**src/rtl/hist_frame_receiver.sv**
```systemverilog
// Receives 64-bin histogram dump frames, accumulates them into saturating
// per-bin accumulators, tracks per-frame statistics and serves a registered readout.
//
// state | meaning
// IDLE  | waiting for bin 0 of a new frame
// RECV  | receiving bins 1..NUM_BINS-1, idx holds the next bin index
// DRAIN | overrun seen, discarding beats until last
module hist_frame_receiver #(
  parameter int NUM_BINS = 64,
  parameter int CNT_W    = 3,
  parameter int ACC_W    = 8,
  localparam int IDX_W   = $clog2(NUM_BINS)
) (
  input  logic             clk,
  input  logic             rst_n,
  input  logic             in_valid,
  input  logic [CNT_W-1:0] in_data,
  input  logic             in_last,
  input  logic             clr,
  input  logic             rd_en,
  input  logic [IDX_W-1:0] rd_addr,
  output logic [ACC_W-1:0] rd_data,
  output logic             rd_valid,
  output logic             frame_done,
  output logic [7:0]       frame_count,
  output logic [15:0]      total,
  output logic [IDX_W-1:0] peak_bin,
  output logic [CNT_W-1:0] peak_val,
  output logic             err
);

  localparam int SUM_W = CNT_W + IDX_W;
  localparam logic [1:0] ST_IDLE  = 2'd0;
  localparam logic [1:0] ST_RECV  = 2'd1;
  localparam logic [1:0] ST_DRAIN = 2'd2;

  logic [1:0]       state;
  logic [IDX_W-1:0] idx;
  logic [ACC_W-1:0] acc [NUM_BINS];
  logic [SUM_W-1:0] frame_sum;
  logic [CNT_W-1:0] run_peak_val;
  logic [IDX_W-1:0] run_peak_bin;

  logic             accept;
  logic             first;
  logic             is_last_bin;
  logic             clean;
  logic             beat_gt;
  logic [IDX_W-1:0] bin;
  logic [ACC_W:0]   acc_sum;
  logic [ACC_W-1:0] acc_next;
  logic [SUM_W-1:0] new_sum;
  logic [CNT_W-1:0] new_peak_val;
  logic [IDX_W-1:0] new_peak_bin;
  logic [16:0]      tot_sum;

  always_comb begin
    accept       = in_valid && !clr && (state != ST_DRAIN);
    first        = (state == ST_IDLE);
    bin          = first ? '0 : idx;
    is_last_bin  = (idx == IDX_W'(NUM_BINS - 1));
    clean        = accept && (state == ST_RECV) && in_last && is_last_bin;
    acc_sum      = {1'b0, acc[bin]} + {{(ACC_W + 1 - CNT_W){1'b0}}, in_data};
    acc_next     = acc_sum[ACC_W] ? '1 : acc_sum[ACC_W-1:0];
    // Strict compare keeps the lowest index on ties.
    beat_gt      = first || (in_data > run_peak_val);
    new_peak_val = beat_gt ? in_data : run_peak_val;
    new_peak_bin = beat_gt ? bin : run_peak_bin;
    new_sum      = first ? {{IDX_W{1'b0}}, in_data}
                         : frame_sum + {{IDX_W{1'b0}}, in_data};
    tot_sum      = {1'b0, total} + {{(17 - SUM_W){1'b0}}, new_sum};
  end

  always_ff @(posedge clk or negedge rst_n) begin
    if (!rst_n) begin
      for (int i = 0; i < NUM_BINS; i++) acc[i] <= '0;
    end else if (clr) begin
      for (int i = 0; i < NUM_BINS; i++) acc[i] <= '0;
    end else if (accept) begin
      acc[bin] <= acc_next;
    end
  end

  // Non-blocking read of acc gives the pre-update / pre-clear value.
  always_ff @(posedge clk or negedge rst_n) begin
    if (!rst_n) begin
      rd_data  <= '0;
      rd_valid <= 1'b0;
    end else begin
      rd_valid <= rd_en;
      if (rd_en) rd_data <= acc[rd_addr];
    end
  end

  always_ff @(posedge clk or negedge rst_n) begin
    if (!rst_n) begin
      frame_sum    <= '0;
      run_peak_val <= '0;
      run_peak_bin <= '0;
    end else if (accept) begin
      frame_sum    <= new_sum;
      run_peak_val <= new_peak_val;
      run_peak_bin <= new_peak_bin;
    end
  end

  always_ff @(posedge clk or negedge rst_n) begin
    if (!rst_n) begin
      state       <= ST_IDLE;
      idx         <= '0;
      err         <= 1'b0;
      frame_done  <= 1'b0;
      frame_count <= '0;
      total       <= '0;
      peak_bin    <= '0;
      peak_val    <= '0;
    end else if (clr) begin
      state       <= ST_IDLE;
      idx         <= '0;
      err         <= 1'b0;
      frame_done  <= 1'b0;
      frame_count <= '0;
      total       <= '0;
      peak_bin    <= '0;
      peak_val    <= '0;
    end else begin
      frame_done <= clean;
      case (state)
        ST_IDLE: begin
          if (in_valid) begin
            if (in_last) begin
              err <= 1'b1;
            end else begin
              state <= ST_RECV;
              idx   <= IDX_W'(1);
            end
          end
        end
        ST_RECV: begin
          if (in_valid) begin
            if (in_last) begin
              state <= ST_IDLE;
              idx   <= '0;
              if (!is_last_bin) err <= 1'b1;
            end else if (is_last_bin) begin
              state <= ST_DRAIN;
              idx   <= '0;
              err   <= 1'b1;
            end else begin
              idx <= idx + IDX_W'(1);
            end
          end
        end
        ST_DRAIN: begin
          if (in_valid && in_last) state <= ST_IDLE;
        end
        default: begin
          state <= ST_IDLE;
          idx   <= '0;
        end
      endcase
      if (clean) begin
        if (frame_count != 8'hff) frame_count <= frame_count + 8'd1;
        total    <= tot_sum[16] ? 16'hffff : tot_sum[15:0];
        peak_bin <= new_peak_bin;
        peak_val <= new_peak_val;
      end
    end
  end

endmodule
```
**config.mk**
```make
export PLATFORM = sky130hd
export DESIGN_NAME = hist_frame_receiver
export DESIGN_NICKNAME = d
export VERILOG_FILES = /design/src/rtl/hist_frame_receiver.sv
export SDC_FILE = /design/constraint.sdc
export NUM_CORES = 1
export LEC_CHECK = 0
export ABC_CLOCK_PERIOD_IN_PS = 5750
export CELL_PAD_IN_SITES_DETAIL_PLACEMENT = 1
export CELL_PAD_IN_SITES_GLOBAL_PLACEMENT = 2
export CORE_MARGIN = 2
export CORE_UTILIZATION = 44
export CTS_BUF_LIST = sky130_fd_sc_hd__clkbuf_2
export DETAILED_ROUTE_END_ITERATION = 10
export GPL_TIMING_DRIVEN = 1
export PLACE_DENSITY = 0.87
export SLEW_MARGIN = 20
export SYNTH_ARGS = -nofsm -noshare
export SYNTH_HDL_FRONTEND = slang
export SYNTH_SLANG_ARGS = --single-unit
```
**constraint.sdc**
```tcl
create_clock -name clk -period 5.75 [get_ports clk]
set_input_delay 0.8625 -clock clk [delete_from_list [all_inputs] [get_ports clk]]
set_output_delay 0.8625 -clock clk [all_outputs]
set_load 0.02 [all_outputs]
```
## Word-level counts from Yosys, hierarchy flattened

Index checks and enable logic that the tools add are counted.

| operators by class | value |
|---|---|
| $add $sub $neg | 5 |
| bitwise logic cells | 2 |
| reduce and logical (&&, ||, !) cells | 18 |
| order comparisons | 4 |
| equality and inequality tests | 13 |
| muxes and demuxes | 50 |

Operators with widths:

| operator | count |
|---|---|
| two-way mux 512 bit | 2 |
| bitwise mux 512 bit | 1 |
| binary-select mux 8 bit (select 6 bit) | 2 |
| two-way mux 8 bit | 9 |
| two-way mux 6 bit | 10 |
| demux 8 bit (select 6 bit) | 1 |
| two-way mux 16 bit | 3 |
| one-hot mux 6 bit (3 select lines) | 1 |
| adder 16 x 9 -> 17 bit | 1 |
| >= comparator 7 bit, second input constant | 2 |
| two-way mux 2 bit | 7 |
| NOT 6 -> 7 bit | 2 |
| adder 8 x 3 -> 9 bit | 1 |
| adder 9 x 3 -> 9 bit | 1 |
| two-way mux 3 bit | 3 |
| two-way mux 9 bit | 1 |
| adder 8 x 1 -> 8 bit, second input constant | 1 |
| two-way mux 1 bit | 8 |
| != test 4 bit, second input constant | 2 |
| != test 8 bit, second input constant | 1 |
| logical AND 1 bit | 7 |
| < comparator 7 x 1 -> 1 bit, second input constant | 1 |
| adder 6 x 1 -> 6 bit, second input constant | 1 |
| == test 6 bit, second input constant | 1 |
| other kinds (18) | 23 |

| word-level totals | value |
|---|---|
| bits in registers | 582 |
| output and inout port bits | 44 |
| input port bits | 15 |
| logic and storage cells | 169 |

## Logic depth before layout (Yosys ltp)

| depth | value |
|---|---|
| depth after elaboration | 11 |
| mapped depth | 22 |
| gate-level depth less buffers | 16 |

## Worst setup path before layout

No wires, ideal clock.

| path | value |
|---|---|
| path type | flip-flop to flip-flop |
| start | register idx[2] |
| end | register acc[375] in the netlist's numbering |
| clock period less this slack | 4351 ps |
| stages on the path, launching flop included | 21 |
| arrival | 4229 ps |
| setup slack | 1399 ps |
| data required time | 5628 ps |
| library setup time | 122 ps |
| buffers on the path | 7 |
| path through | dfrtp_1 -> buf_2 -> buf_2 -> o2111ai_4 -> buf_2 -> buf_1 -> buf_1 -> buf_1 -> o22ai_1 -> nor4_1 -> o221ai_1 -> a21oi_1 -> ha_1 -> a21o_1 -> a21oi_1 -> inv_1 -> and4_2 -> nand4_2 -> mux2i_4 -> buf_6 -> o21ai_1 |

| between the ends | value |
|---|---|
| cells in the longest elaborated chain, start to end | 10 |
| elaborated cells between the ends (all ways) | 15 |
| classes of those cells | add/sub: 1; order compare: 2; mux: 10; bitwise: 1; reduce/logical: 1 |

RTL lines:

| item | line | RTL |
|---|---|---|
| start, declared | 38 | `logic [IDX_W-1:0] idx;` |
| start signal, assigned | 150 | `idx <= idx + IDX_W'(1);` |
| two-way mux 6 bit (*) | 60 | `bin = first ? '0 : idx;` |
| NOT 6 -> 7 bit (implied by the code) (*) | 63, 80 |  |
| binary-select mux 8 bit (select 6 bit) | 63 | `acc_sum = {1'b0, acc[bin]} + {{(ACC_W + 1 - CNT_W){1'b0}}, in_data};` |
| two-way mux 8 bit (implied by the code) (2 in a row) | 63 |  |
| adder 8 x 3 -> 9 bit | 63 |  |
| two-way mux 8 bit | 64 | `acc_next = acc_sum[ACC_W] ? '1 : acc_sum[ACC_W-1:0];` |
| bitwise mux 512 bit (*) | 80 | `acc[bin] <= acc_next;` |
| two-way mux 512 bit (*) | 79 | `end else if (accept) begin` |
| two-way mux 512 bit (*) | 77 | `end else if (clr) begin` |
| end signal, assigned by index | 80 |  |
| end, declared | 39 | `logic [ACC_W-1:0] acc [NUM_BINS];` |

Every way passes the cells marked *; elsewhere a longest branch is shown, timed or not. The select of a mux whose other input is x is not followed.
A chain may end at the register's enable or synchronous reset.

## Worst setup path in the final report

| path | value |
|---|---|
| start | register idx[2] |
| end | register acc[86] in the netlist's numbering |

The elaborated chain is that of the path after synthesis.

==> out/results.tsv <==
metric	value	unit
status	finished clean	
max_slew headroom	18.2	%
critical path required time	6960	ps
initial antenna violation count	14	
Synth-to-Final Area Change	12.2	%
r2r setup slk	60	ps
Clock Tree Root	clkbuf_2	
Synth Cell Area	30300	um2
most frequent cell after synthesis	dfrtp_1	
total power	8150	uW
Clk pwr share	38.6	%
vias	27900	
Critical Path AT	6890	ps
clk_lat worst skew	1450	ps
DRT Pass-1 Iters	5	
kind of critical path	reg2reg	
Logic pwr share	10.8	%
FF+latch count, synth	582	
internal power	5570	uW
global-route wire length before repair	193000	um
fin crit period	5690	ps
Final Max Tran Viols	0	
Final ANT Viol Nets	0	
Seq/Total Area, Yosys	48.0	%
PD cells	240	nW/um2
f_max	176	MHz
die area	71000	um2
Clk pin slew, worst setup/hold paths	110	ps
Fin. Hold Viols	0	
# DRC	0	
DIE HEIGHT	267	um
reg2reg end	acc[86]$_DFFE_PN0P_	
initial core utilization	44.3	%
R2R depth	17	
critical path endpoint category	flip-flop	
# setup viols final	0	
final instance area	34000	um2
via count of the first global-routing pass	29000	
final cell count without fillers	3992	
die width	267	um
RSZ-0062 raised after global routing	false	
Synth area leaders	dfrtp_1 48%, mux4_2 12%, nand2_1 6.2%	
share of power burned in registers	50.6	%
CTS H-tree lvls	4	
Worst Path Max Fanout	48	
CTS tree	yes	
switching power	2580	uW
Vias/cell	6.98	
Final HPWL DP	87000	um
Yosys Warn Count	0	
TritonCTS Buffers	161	
DR iter-0 viols	3716	
setup ws final	62.5	ps
DP Area	32500	um2
average cell area after synthesis	10.6	um2
# clock sinks	582	
DRT Wirelength	129000	um
Worst setup SP type	flip-flop	
post-synth cell types	79	
Post-synth EDFFs	0	
IO Count	59	
Inst Count DP	3710	
Worst-Margin Slew	1210	ps
clock tree buffer depth	3	
post-synth top area share	48.0	%
PortBufs	58	
largest net degree at the start of global routing	129	
Clock Skew	119	ps
Leak	0.0143	uW
cell count after synthesis	2854	
remaining global-route overflow	0	
layout cells sized above 1	21.5	%
Nets	3034	
routed len/inst	32.3	um
Total GRT Usage	36.6	%
Synth Flop Type	dfrtp_1	
RD Place Congestion	0.959	
VDD IR-drop max	0.162	mV
max_cap viols	0	
final worst-path cycle share	98.9	%
Post-synth ARST share	100	%
reg2reg start	idx[2]$_DFFE_PN0P_	
syn nets	2892	
Switching Share	31.7	%
Min-Delay Path Class	in2async	
Placement Setup Slack	-22.6	ps
synth cell count leaders	582 x dfrtp_1, 502 x nand2_1, 301 x o21ai_0	
core area	68500	um2
Synth area leader	dfrtp_1	
Core Rows	96	
cells in the final DEF (no fill, tap or decap), drive strengths merged, types with 52 or more instances in the layout:
cell and instances:
o21ai 430, mux4 168, nor2 119, clkbuf 229, buf 155, o22ai 132
nor3 56, nand2 502, dfrtp 582, clkdlybuf4s50 52, a32o 128, a21oi 98
critical path, cell delays in order, from the launching register on:
cell and delay [ps]:
dfrtp_2 740, buf_4 270, or2_1 130, nand2b_2 460, buf_12 250, o22ai_1 110, or3_1 340, o31ai_2 530
o21ai_0 150, o21ai_0 340, ha_1 330, fa_1 250, a21o_1 160, nand4_2 220, nor3b_2 340, mux2i_4 340
buf_12 330, o21ai_1 130
metal layers:
| layer | up-vias | GRT usage [%] | share of wire (%) |
|---|---|---|---|
| met1 | 14200 | 46.7 | 37 |
| met4 | 20 | 21.8 | 6.7 |
| met3 | 561 | 11.8 | 12 |
| met5 | - | 0 | 0.13 |
| met2 | 1833 | 54.4 | 44 |
| li1 | 11200 | - | - |
area by class of cell:
cell class,count,area [um2]
Multi-Input combinational cell,2028,14800
Sequential cell,582,14600
Inverter,14,52.6
Clock buffer,228,1140
Timing Repair Buffer,209,2010
Tap cell,882,1100
Antenna cell,7,17.5
Fill cell,7554,34400
Clock inverter,42,294
kinds of logic after synthesis:
| kind of cell | share of synthesized area [%] |
|---|---|
| compound gates | 20.8 |
| xor+xnor | 0.549 |
| fa+ha+maj | 1.02 |
| buf+inv | 3.58 |
| flops | 48.0 |
| mux | 15.0 |
| simple gates | 11.0 |
registers in the layout, indices dropped and copies added, names as in the netlist, 6 cells and up:
signal / flops
acc: 512
run_peak_bin: 6
frame_count: 8
frame_sum: 9
rd_data: 8
total: 16
peak_bin: 6
idx: 6
power groups by stage:
stage               clock network (uW)  logic (uW)  registers (uW)
floorplan                            0         450            4200
global placement                     0         836            4200
detailed placement                   0         854            4200
CTS                               3180         856            4120
global route                      3400         922            4130
finish                            3150         884            4120
metrics by stage:
| step | TNS, ps | utilization (%) | hold slack (ps) |
|---|---|---|---|
| floorplan | 0 | - | 459 |
| global placement | 0 | 47.5 | 481 |
| detailed placement | -107 | 47.5 | 490 |
| CTS | 0 | 49.6 | 91.3 |
| global route | 0 | 49.7 | 159 |
| finish | 0 | 49.7 | 110 |
worst max-delay path by stage:
| stage | start | endpoint | cells after the start |
|---|---|---|---|
| after global placement | idx[0]$_DFFE_PN0P_ | acc[17]$_DFFE_PN0P_ | 17 |
| after floorplan | idx[2]$_DFFE_PN0P_ | acc[375]$_DFFE_PN0P_ | 20 |
| after detailed placement | idx[0]$_DFFE_PN0P_ | acc[377]$_DFFE_PN0P_ | 17 |
| after CTS | idx[2]$_DFFE_PN0P_ | acc[86]$_DFFE_PN0P_ | 16 |
| final | idx[2]$_DFFE_PN0P_ | acc[86]$_DFFE_PN0P_ | 17 |
| after global routing | idx[2]$_DFFE_PN0P_ | acc[396]$_DFFE_PN0P_ | 17 |
what timing repair did:
item,4_1_cts,5_1_grt
cloned,0,1
hold buffers,1,0
setup endpoints to repair,35,442
pin swaps,0,3
resized for setup,1,5
endpoints found under the hold margin,103,0
buffers inserted,0,3
Note: power is estimated with default switching activity, not from simulation.
